<file path="src/rtl/div_radix2_pkg.sv">
// div_radix2_pkg: FSM state codes and handshake constants for the divider.
// Both the EX stage and the divider import this package so they share one
// encoding.
package div_radix2_pkg;

  // Divider FSM states.
  typedef enum logic [1:0] {
    DivFree   = 2'b00,  // idle, waiting for start_i
    DivByZero = 2'b01,  // divisor was zero, result is forced to zero
    DivOn     = 2'b10,  // iterating, one quotient bit per cycle
    DivEnd    = 2'b11   // result presented, waiting for start_i to drop
  } div_state_e;

  // Handshake levels seen on start_i and ready_o.
  localparam logic DivStart          = 1'b1;
  localparam logic DivStop           = 1'b0;
  localparam logic DivResultReady    = 1'b1;
  localparam logic DivResultNotReady = 1'b0;

  // Default operand width and the matching all-zero word.
  localparam int          DivWidth = 32;
  localparam logic [31:0] ZeroWord = 32'h0000_0000;

  // Magnitude of a two's-complement word when treated as signed.
  // The most negative value maps onto itself, which is still the correct
  // unsigned magnitude.
  function automatic logic [DivWidth-1:0] div_abs(input logic [DivWidth-1:0] v,
                                                  input logic               is_signed);
    if (is_signed && v[DivWidth-1]) begin
      return ZeroWord - v;
    end
    return v;
  endfunction

endpackage

</file>
<file path="src/rtl/div_radix2_step_r2.sv">
// div_radix2_step_r2: one restoring radix-2 division step.
// Latency: combinational. Backpressure: none; it is pure logic.
// Ports:
//   rem_i     current partial remainder (always < divisor_i)
//   dvd_bit_i next dividend bit, shifted into the partial remainder LSB
//   divisor_i divisor magnitude
//   rem_o     new partial remainder
//   q_bit_o   quotient bit produced by this step
module div_radix2_step_r2 #(
  parameter int WIDTH = 32
) (
  input  logic [WIDTH-1:0] rem_i,
  input  logic             dvd_bit_i,
  input  logic [WIDTH-1:0] divisor_i,
  output logic [WIDTH-1:0] rem_o,
  output logic             q_bit_o
);

  logic [WIDTH:0]   shifted;
  logic [WIDTH-1:0] diff;
  logic             no_borrow;

  always_comb begin
    shifted   = {rem_i, dvd_bit_i};
    no_borrow = (shifted >= {1'b0, divisor_i});
    // When no borrow occurs the true difference is below the divisor, so
    // it fits in WIDTH bits. That makes a modulo-2^WIDTH subtraction exact.
    diff      = shifted[WIDTH-1:0] - divisor_i;
    rem_o     = no_borrow ? diff : shifted[WIDTH-1:0];
    q_bit_o   = no_borrow;
  end

endmodule

</file>
<file path="src/rtl/div_radix2.sv">
// div_radix2: iterative restoring divider (DIV/DIVU, MIPS semantics) for the EX stage.
// Latency: ready_o is high after WIDTH+1 edges counting the sampling edge, or after 2 edges for divide-by-zero.
// Backpressure: start_i is held by EX; the result holds in END until start_i drops, and only one divide is in flight.
// Ports:
//   clk, rst       rising-edge clock, asynchronous active-high reset
//   signed_div_i   1 = signed divide, sampled together with start_i
//   opdata1_i      dividend, sampled with start_i
//   opdata2_i      divisor, sampled with start_i
//   start_i        request, held high until ready_o is seen
//   annul_i        aborts the operation in FREE, BY_ZERO and ON
//   result_o       {remainder, quotient}, i.e. {HI, LO}
//   ready_o        result valid
module div_radix2
  import div_radix2_pkg::*;
#(
  parameter int WIDTH = 32
) (
  input  logic               clk,
  input  logic               rst,
  input  logic               signed_div_i,
  input  logic [WIDTH-1:0]   opdata1_i,
  input  logic [WIDTH-1:0]   opdata2_i,
  input  logic               start_i,
  input  logic               annul_i,
  output logic [2*WIDTH-1:0] result_o,
  output logic               ready_o
);

  localparam int CNT_W = $clog2(WIDTH + 1);

  div_state_e       state;
  logic [CNT_W-1:0] cnt;
  // Dividend magnitude. It shifts left once per step, and quotient bits
  // enter at the LSB. After WIDTH steps the register holds the quotient.
  logic [WIDTH-1:0] dvd_q;
  logic [WIDTH-1:0] rem;
  logic [WIDTH-1:0] divisor;
  logic             sgn_r;
  logic             s1_r;
  logic             s2_r;

  logic [WIDTH-1:0] a_mag;
  logic [WIDTH-1:0] b_mag;
  logic [WIDTH-1:0] step_rem;
  logic             step_q;
  logic [WIDTH-1:0] q_final;
  logic [WIDTH-1:0] r_final;
  logic             neg_q;
  logic             neg_r;

  div_radix2_step_r2 #(
    .WIDTH (WIDTH)
  ) u_step (
    .rem_i     (rem),
    .dvd_bit_i (dvd_q[WIDTH-1]),
    .divisor_i (divisor),
    .rem_o     (step_rem),
    .q_bit_o   (step_q)
  );

  always_comb begin
    a_mag = opdata1_i;
    b_mag = opdata2_i;
    if (signed_div_i && opdata1_i[WIDTH-1]) a_mag = -opdata1_i;
    if (signed_div_i && opdata2_i[WIDTH-1]) b_mag = -opdata2_i;

    // The last step's outputs are used directly, so the result is loaded on
    // the same edge that completes step WIDTH.
    q_final = {dvd_q[WIDTH-2:0], step_q};
    neg_q   = sgn_r && (s1_r ^ s2_r);  // quotient truncates toward zero
    neg_r   = sgn_r && s1_r;           // remainder takes the dividend's sign
    r_final = neg_r ? -step_rem : step_rem;
    if (neg_q) q_final = -q_final;
  end

  always_ff @(posedge clk or posedge rst) begin
    if (rst) begin
      state    <= DivFree;
      cnt      <= '0;
      dvd_q    <= '0;
      rem      <= '0;
      divisor  <= '0;
      sgn_r    <= 1'b0;
      s1_r     <= 1'b0;
      s2_r     <= 1'b0;
      result_o <= '0;
      ready_o  <= DivResultNotReady;
    end else begin
      case (state)
        DivFree: begin
          ready_o <= DivResultNotReady;
          // When start_i and annul_i are both high, annul wins.
          if (start_i == DivStart && !annul_i) begin
            if (opdata2_i == '0) begin
              state <= DivByZero;
            end else begin
              dvd_q   <= a_mag;
              divisor <= b_mag;
              rem     <= '0;
              sgn_r   <= signed_div_i;
              s1_r    <= opdata1_i[WIDTH-1];
              s2_r    <= opdata2_i[WIDTH-1];
              cnt     <= '0;
              state   <= DivOn;
            end
          end
        end

        DivByZero: begin
          if (annul_i) begin
            state <= DivFree;
          end else begin
            result_o <= '0;
            ready_o  <= DivResultReady;
            state    <= DivEnd;
          end
        end

        DivOn: begin
          // An aborted divide leaves silently. No result is written and
          // ready_o stays low.
          if (annul_i || start_i == DivStop) begin
            state <= DivFree;
          end else begin
            rem   <= step_rem;
            dvd_q <= {dvd_q[WIDTH-2:0], step_q};
            cnt   <= cnt + CNT_W'(1);
            if (cnt == CNT_W'(WIDTH - 1)) begin
              result_o <= {r_final, q_final};
              ready_o  <= DivResultReady;
              state    <= DivEnd;
            end
          end
        end

        DivEnd: begin
          // Hold the result until EX drops start_i. annul_i has no effect
          // here, and no new divide starts until start_i has been low.
          if (start_i == DivStop) begin
            result_o <= '0;
            ready_o  <= DivResultNotReady;
            state    <= DivFree;
          end
        end

        default: begin
          state <= DivFree;
        end
      endcase
    end
  end

endmodule

</file>
<file path="config.mk">
export PLATFORM = sky130hd
export DESIGN_NAME = div_radix2
export DESIGN_NICKNAME = d
export VERILOG_FILES = /design/src/rtl/div_radix2_pkg.sv /design/src/rtl/div_radix2_step_r2.sv /design/src/rtl/div_radix2.sv
export SDC_FILE = /design/constraint.sdc
export NUM_CORES = 1
export LEC_CHECK = 0
export BUFFER_PORTS_ARGS = -buffer_cell sky130_fd_sc_hd__buf_2
export CORE_MARGIN = 2
export CORE_UTILIZATION = 60
export DETAILED_ROUTE_END_ITERATION = 7
export HOLD_SLACK_MARGIN = 0.05
export PLACE_DENSITY = 0.81
export SYNTH_ARGS = -nofsm -noshare
export SYNTH_HDL_FRONTEND = slang
export SYNTH_HIERARCHICAL = 1
export SYNTH_SLANG_ARGS = --single-unit
export TNS_END_PERCENT = 5
</file>
<file path="constraint.sdc">
create_clock -name clk -period 6.8 [get_ports clk]
set_input_delay 0.34 -clock clk [delete_from_list [all_inputs] [get_ports clk]]
set_output_delay 0.34 -clock clk [all_outputs]
set_load 0.02 [all_outputs]
</file>
* Word level (Yosys, flattened, before mapping)
Cells that the tools add are included.
** Word-level totals
- Flip-flop bits (word level) :: 172
- Bits of input ports :: 69
- Output and inout port bits :: 65
- Logic and storage cells :: 81
** Operators by class
- $add $sub $neg :: 6
- Magnitude comparators :: 1
- Eq/ne operators :: 11
- Muxes and demuxes :: 34
- Bitwise logic cells :: 3
- Reductions and logical operators :: 16
** Operator list (number)
- $mux 32 :: 11
- $mux 64 :: 4
- $pmux 64 s3 :: 1
- $neg 32->32 :: 4
- $pmux 32 s2 :: 2
- $ge 33x32->1 :: 1
- $logic_not 32->1 :: 1
- $sub 32x32->32 :: 1
- $mux 6 :: 3
- $mux 2 :: 6
- $ne 2x2->1 const B :: 6
- $pmux 6 s2 :: 1
- $pmux 2 s4 :: 1
- $reduce_and 4->1 :: 2
- $add 6x1->6 const B :: 1
- $eq 6x5->1 const B :: 1
- $reduce_and 3->1 :: 2
- $logic_and 1x1->1 :: 5
- $reduce_and 5->1 :: 1
- $eq 2x2->1 const B :: 2
- $mux 1 :: 4
- $pmux 1 s4 :: 1
- $ne 3x3->1 const B :: 1
- $reduce_bool 3->1 :: 1
- other kinds (7) :: 8

* Logic depth before layout (Yosys ltp)
- Depth in word-level cells :: 7
- Gate-level depth with buffers :: 20
- Gate-level depth less buffers :: 17

* Cells and area by module
The synthesis kept the hierarchy.
** By module, submodules not included
- div_radix2 :: instances 1, cells an instance 1064, area each 9741.8 sq um, sequential area each 4304.1 sq um
- div_radix2_step_r2 :: instances 1, cells an instance 323, area each 2331.0 sq um, sequential area each 0.0 sq um

* Least setup slack after synthesis
Ideal clock, no wire load.
- Path type :: register to register
- Start point :: reg rem[9]
- End point :: reg result_o[52]
- Library setup time :: 0.133 ns
- Data arrival time :: 4.554 ns
- Required time :: 6.667 ns
- Path slack :: 2.112 ns
- Cell stages (with the launch flop) :: 19
- Path buffers :: 3
- Clock period less this slack :: 4.688 ns
- Cells stage by stage :: dfrtp_1 -> ha_1 -> clkbuf_1 -> nand4_1 -> nor3_1 -> o211ai_1 -> nor4b_4 -> o21ai_2 -> a31oi_4 -> o21a_4 -> inv_2 -> buf_6 -> mux2_2 -> or4_1 -> or4_1 -> clkbuf_1 -> o41ai_1 -> xor2_1 -> o21ai_0
** Between the ends
- Longest elaborated chain between the ends :: 7
- Elaborated cells between the ends (all ways) :: 8
- Classes of those cells :: add/sub (2); order compare (1); mux (5)
** Ends and longest elaborated chain
- start, declared :: RTL line div_radix2.sv:36 : logic [WIDTH-1:0] rem;
- start signal, assigned :: RTL line div_radix2.sv:125 : rem <= step_rem;
- $ge 33x32->1 :: RTL line div_radix2_step_r2.sv:25 : no_borrow = (shifted >= {1'b0, divisor_i});
- $mux 32 :: RTL line div_radix2_step_r2.sv:29 : rem_o = no_borrow ? diff : shifted[WIDTH-1:0];
- via step_rem[8] :: RTL line div_radix2.sv:44 : logic [WIDTH-1:0] step_rem;
- $neg 32->32 :: RTL line div_radix2.sv:72 : r_final = neg_r ? -step_rem : step_rem;
- $mux 32 :: RTL line div_radix2.sv:72
- $mux 64 :: RTL line div_radix2.sv:128 : if (cnt == CNT_W'(WIDTH - 1)) begin
- $mux 64 :: RTL line div_radix2.sv:122 : if (annul_i || start_i == DivStop) begin
- $pmux 64 s3 :: RTL line div_radix2.sv:89 : case (state)
- end signal, assigned :: RTL line div_radix2.sv:129 : result_o <= {r_final, q_final};
- end, declared :: RTL line div_radix2.sv:25 : output logic [2*WIDTH-1:0] result_o,
The timed path passes the listed nets, and every way through them passes these cells. The select of a mux whose other input is x is not followed.
A chain may end at the register's enable or synchronous reset.

* Worst setup path in the final report
- Start point :: reg rem[10]
- End point :: reg result_o[63]
** Between the ends
- Longest elaborated chain between the ends :: 7
- Elaborated cells between the ends (all ways) :: 8
- Classes of those cells :: add/sub (2); order compare (1); mux (5)
** Ends and longest elaborated chain
- $ge 33x32->1 :: RTL line div_radix2_step_r2.sv:25
- via step_q :: RTL line div_radix2.sv:45 : logic step_q;
- $mux 32 :: RTL line div_radix2_step_r2.sv:29
- via step_rem[8] :: RTL line div_radix2.sv:44
- $neg 32->32 :: RTL line div_radix2.sv:72
- $mux 32 :: RTL line div_radix2.sv:72
- $mux 64 :: RTL line div_radix2.sv:128
- $mux 64 :: RTL line div_radix2.sv:122
- $pmux 64 s3 :: RTL line div_radix2.sv:89
The timed path passes the listed nets, and every way through them passes these cells. The select of a mux whose other input is x is not followed.

==> results.yml <==
worst_setup_path:
  timing.rr.start: "rem[10]"
  arrival_ps: 5870
  cp_max_fo: 31
  cp-start-kind: "flop"
  reg2reg_slack_ps: 1220
  cp.required_ps: 7090
  regToRegEndpoint: "result_o[63]"
  cp-end-kind: "flop"
  reg2reg_depth: 15
  path_class: "flop to flop"
drt:
  wire_per_inst_um: 19.2
  postRouteAntennaNets: 0
  viasPerCell: 6.44
  drt-initial-drc-count: 979
  vias: 11258
  wl_mm: 33.6
  drc: 0
  first_pass_iters: 7
cells_and_area:
  mostFrequentLayoutCell: "dfrtp_1"
  fin_nets: 1582
  final_cell_mix: "172 x dfrtp_1, 169 x nand2_1, 154 x o21ai_0"
  antennaDiodeCount: 0
  syn_to_final_growth_pct: 11.5
  layout-drive-gt1-share: 0.172
timing:
  finalCritPeriodShare: 0.821
  setup_tns_ps: 0
  timing_max_transition_violations_final: 0
  relSlewSlack: 0.129
  post-route-min-period_ps: 5580
  fmax_mhz: 179
  worst_slew_pin_slew_ps: 1290
  skew_ps: 14.8
  hold_violations: 0
  setup_ws_ps: 1220
  grt_setup_unrepaired: "no"
  setup_viol: 0
global_route:
  grt_use_met1: 0.454
  track_usage: 0.313
  met3_usage: 0.0574
  grt_pass1_vias: 10403
  grt_pass1_wl_mm: 54.0
  overflow: 0
  top_usage_layer: "met2"
  use_met2: 0.480
  grt_max_degree: 103
  antenna_found_initial: 0
logic_synthesis:
  yosysWarnings: 6
  synth_edf_count: 0
  ys_seq_area_frac: 0.357
  netlist_instances: 1387
  synth_top_area_cell: "dfrtp_1"
  ys_ff_latch: 172
  synth_nets: 1498
  yosysTopAreaCellShare: 0.357
  async_flop_share: 1.00
  synth-main-ff-cell: "dfrtp_1"
  yosysUniqueCellTypes: 77
  synth_area_um2: 12100
  avgSynthCellArea_um2: 8.70
  ys_top_cells_by_area: "dfrtp_1 36%, o21ai_0 6.4%, nand2_1 5.3%"
power_and_ir_drop:
  ir_drop_uv: 353
  p_switching_w: 0.00375
  p_comb_frac: 0.644
  sw_frac_of_total: 0.495
  intPower_w: 0.00383
  power_frac_seq: 0.216
  power.density_nw_per_um2: 564
  p_leak_nw: 6.05
  p_clk_frac: 0.140
clock_network:
  clk-insertion-delay-late_ps: 440
  cts_tree: "done"
  cts_hold_buf: 0
  htreeDepth: 4
  clkTransAtPathRegs_ps: 80
  postCtsSetupBuffers: 0
  clockBufferDepth: 2
  numCtsBuffers: 17
  cts_sinks: 172
  root_buffer: "clkbuf_16"
  ctsResizeCount: 0
placement:
  place_congestion: 0.937
  place_ws_ps: 1290
  hpwlAfterDp_mm: 24.3
  io_buffers: 133
die:
  die_y_um: 146
  coreArea_um2: 19600
  io_pins: 134
  initial_core_util: 0.616
  rows: 51
  fp.dieW_um: 146
  dieArea_um2: 21300
outcome:
  status: "finished, final reports clean"
min_path:
  hold_path.class: "input pin to async pin"
flow_run:
  drv_cap: 0
## routing by layer
layer,part of all wire,routed length (µm)
met3,0.092,3080
met4,0.022,728
met1,0.44,14700
met5,0,0
met2,0.45,15100
## logic make-up after synthesis
family | synth area share
flops | 0.357
simple gates | 0.175
mux | 0.0601
fa+ha+maj | 0.0441
xor+xnor | 0.0929
compound gates | 0.221
buf+inv | 0.0506
## power by group through the flow
| stage | sequential (W) | clock, W | combinational [W] |
|---|---|---|---|
| floorplan | 0.00156 | 0 | 0.00370 |
| global placement | 0.00162 | 0 | 0.00462 |
| detailed placement | 0.00164 | 0 | 0.00473 |
| CTS | 0.00163 | 0.00108 | 0.00477 |
| global route | 0.00168 | 0.00112 | 0.00529 |
| finish | 0.00164 | 0.00107 | 0.00488 |
## cells in the mapped netlist, types with 4 or more instances
library cell    n
o31ai_1        44
a22o_1         34
nand4_1        19
dfrtp_1       172
or3_1          12
nor3b_1         7
nor2_1         71
a21oi_1        52
o21bai_1        4
and2_1          8
nor4_1         29
mux2_2         40
or2_2           5
xor2_1         65
or4_1          16
mux2_4          9
a32oi_1         4
nand3_1        22
a21boi_0        4
a211oi_1        5
o21ai_0       155
ha_1           41
nor3_1         33
nor2b_1         9
o41ai_1        18
nand2_1       169
xnor2_1        63
o211ai_1        8
a31oi_1        21
a41oi_1         7
o21a_1          5
nand2b_1        6
and3_1          5
o2111ai_1       4
mux2i_1        14
inv_1          65
clkbuf_1       64
buf_2          13
a21o_1         12
## flip-flops by register name (all words and copies together) (netlist names)
signal    count
result_o     64
sgn_r         1
state         2
s2_r          1
ready_o       1
rem          32
divisor      32
dvd_q        32
cnt           6
s1_r          1
## layout make-up
class                           instances  area, µm²
Multi-Input combinational cell       1067       7170
Clock inverter                         13        201
Inverter                               66        253
Clock buffer                           18        429
Timing Repair Buffer                  147        771
Sequential cell                       172       4300
Tap cell                              265        332
Fill cell                            1582       6130
## through the flow
step                      area (µm²)  power [W]  hold slack (ps)  utilization  std cells
final                          13500    0.00759             87.6        0.687       1748
after CTS                      13500    0.00748              150        0.687       1748
after floorplan                12100    0.00526              450            -       1387
after detailed placement       12800    0.00637              465        0.655       1717
after global placement         12800    0.00624              457        0.655       1717
after global routing           13500    0.00809              175        0.687       1748
## worst max-delay path, stage by stage, from the launching register on
cell,delay [ps]
dfrtp_1,390
ha_1,430
nand4_1,200
nor3_1,290
o211ai_1,170
nor4b_4,170
o21ai_2,180
a31oi_4,120
o21a_4,260
inv_2,580
mux2_2,470
or4_1,660
or4_1,740
o41ai_1,470
xor2_1,180
o21ai_0,100
## worst max path at each step
stage	from	endpoint	slack [ps]	depth (start not counted)
6_report	rem[10]	result_o[63]	1220	15
5_1_grt	rem[10]	result_o[63]	850	15
4_1_cts	rem[10]	result_o[53]	1260	15
3_5_place_dp	rem[10]	result_o[63]	1290	15
3_3_place_gp	rem[9]	result_o[63]	1440	15
2_1_floorplan	rst	cnt[0]	1800	1
(Power assumes the default switching activity.)
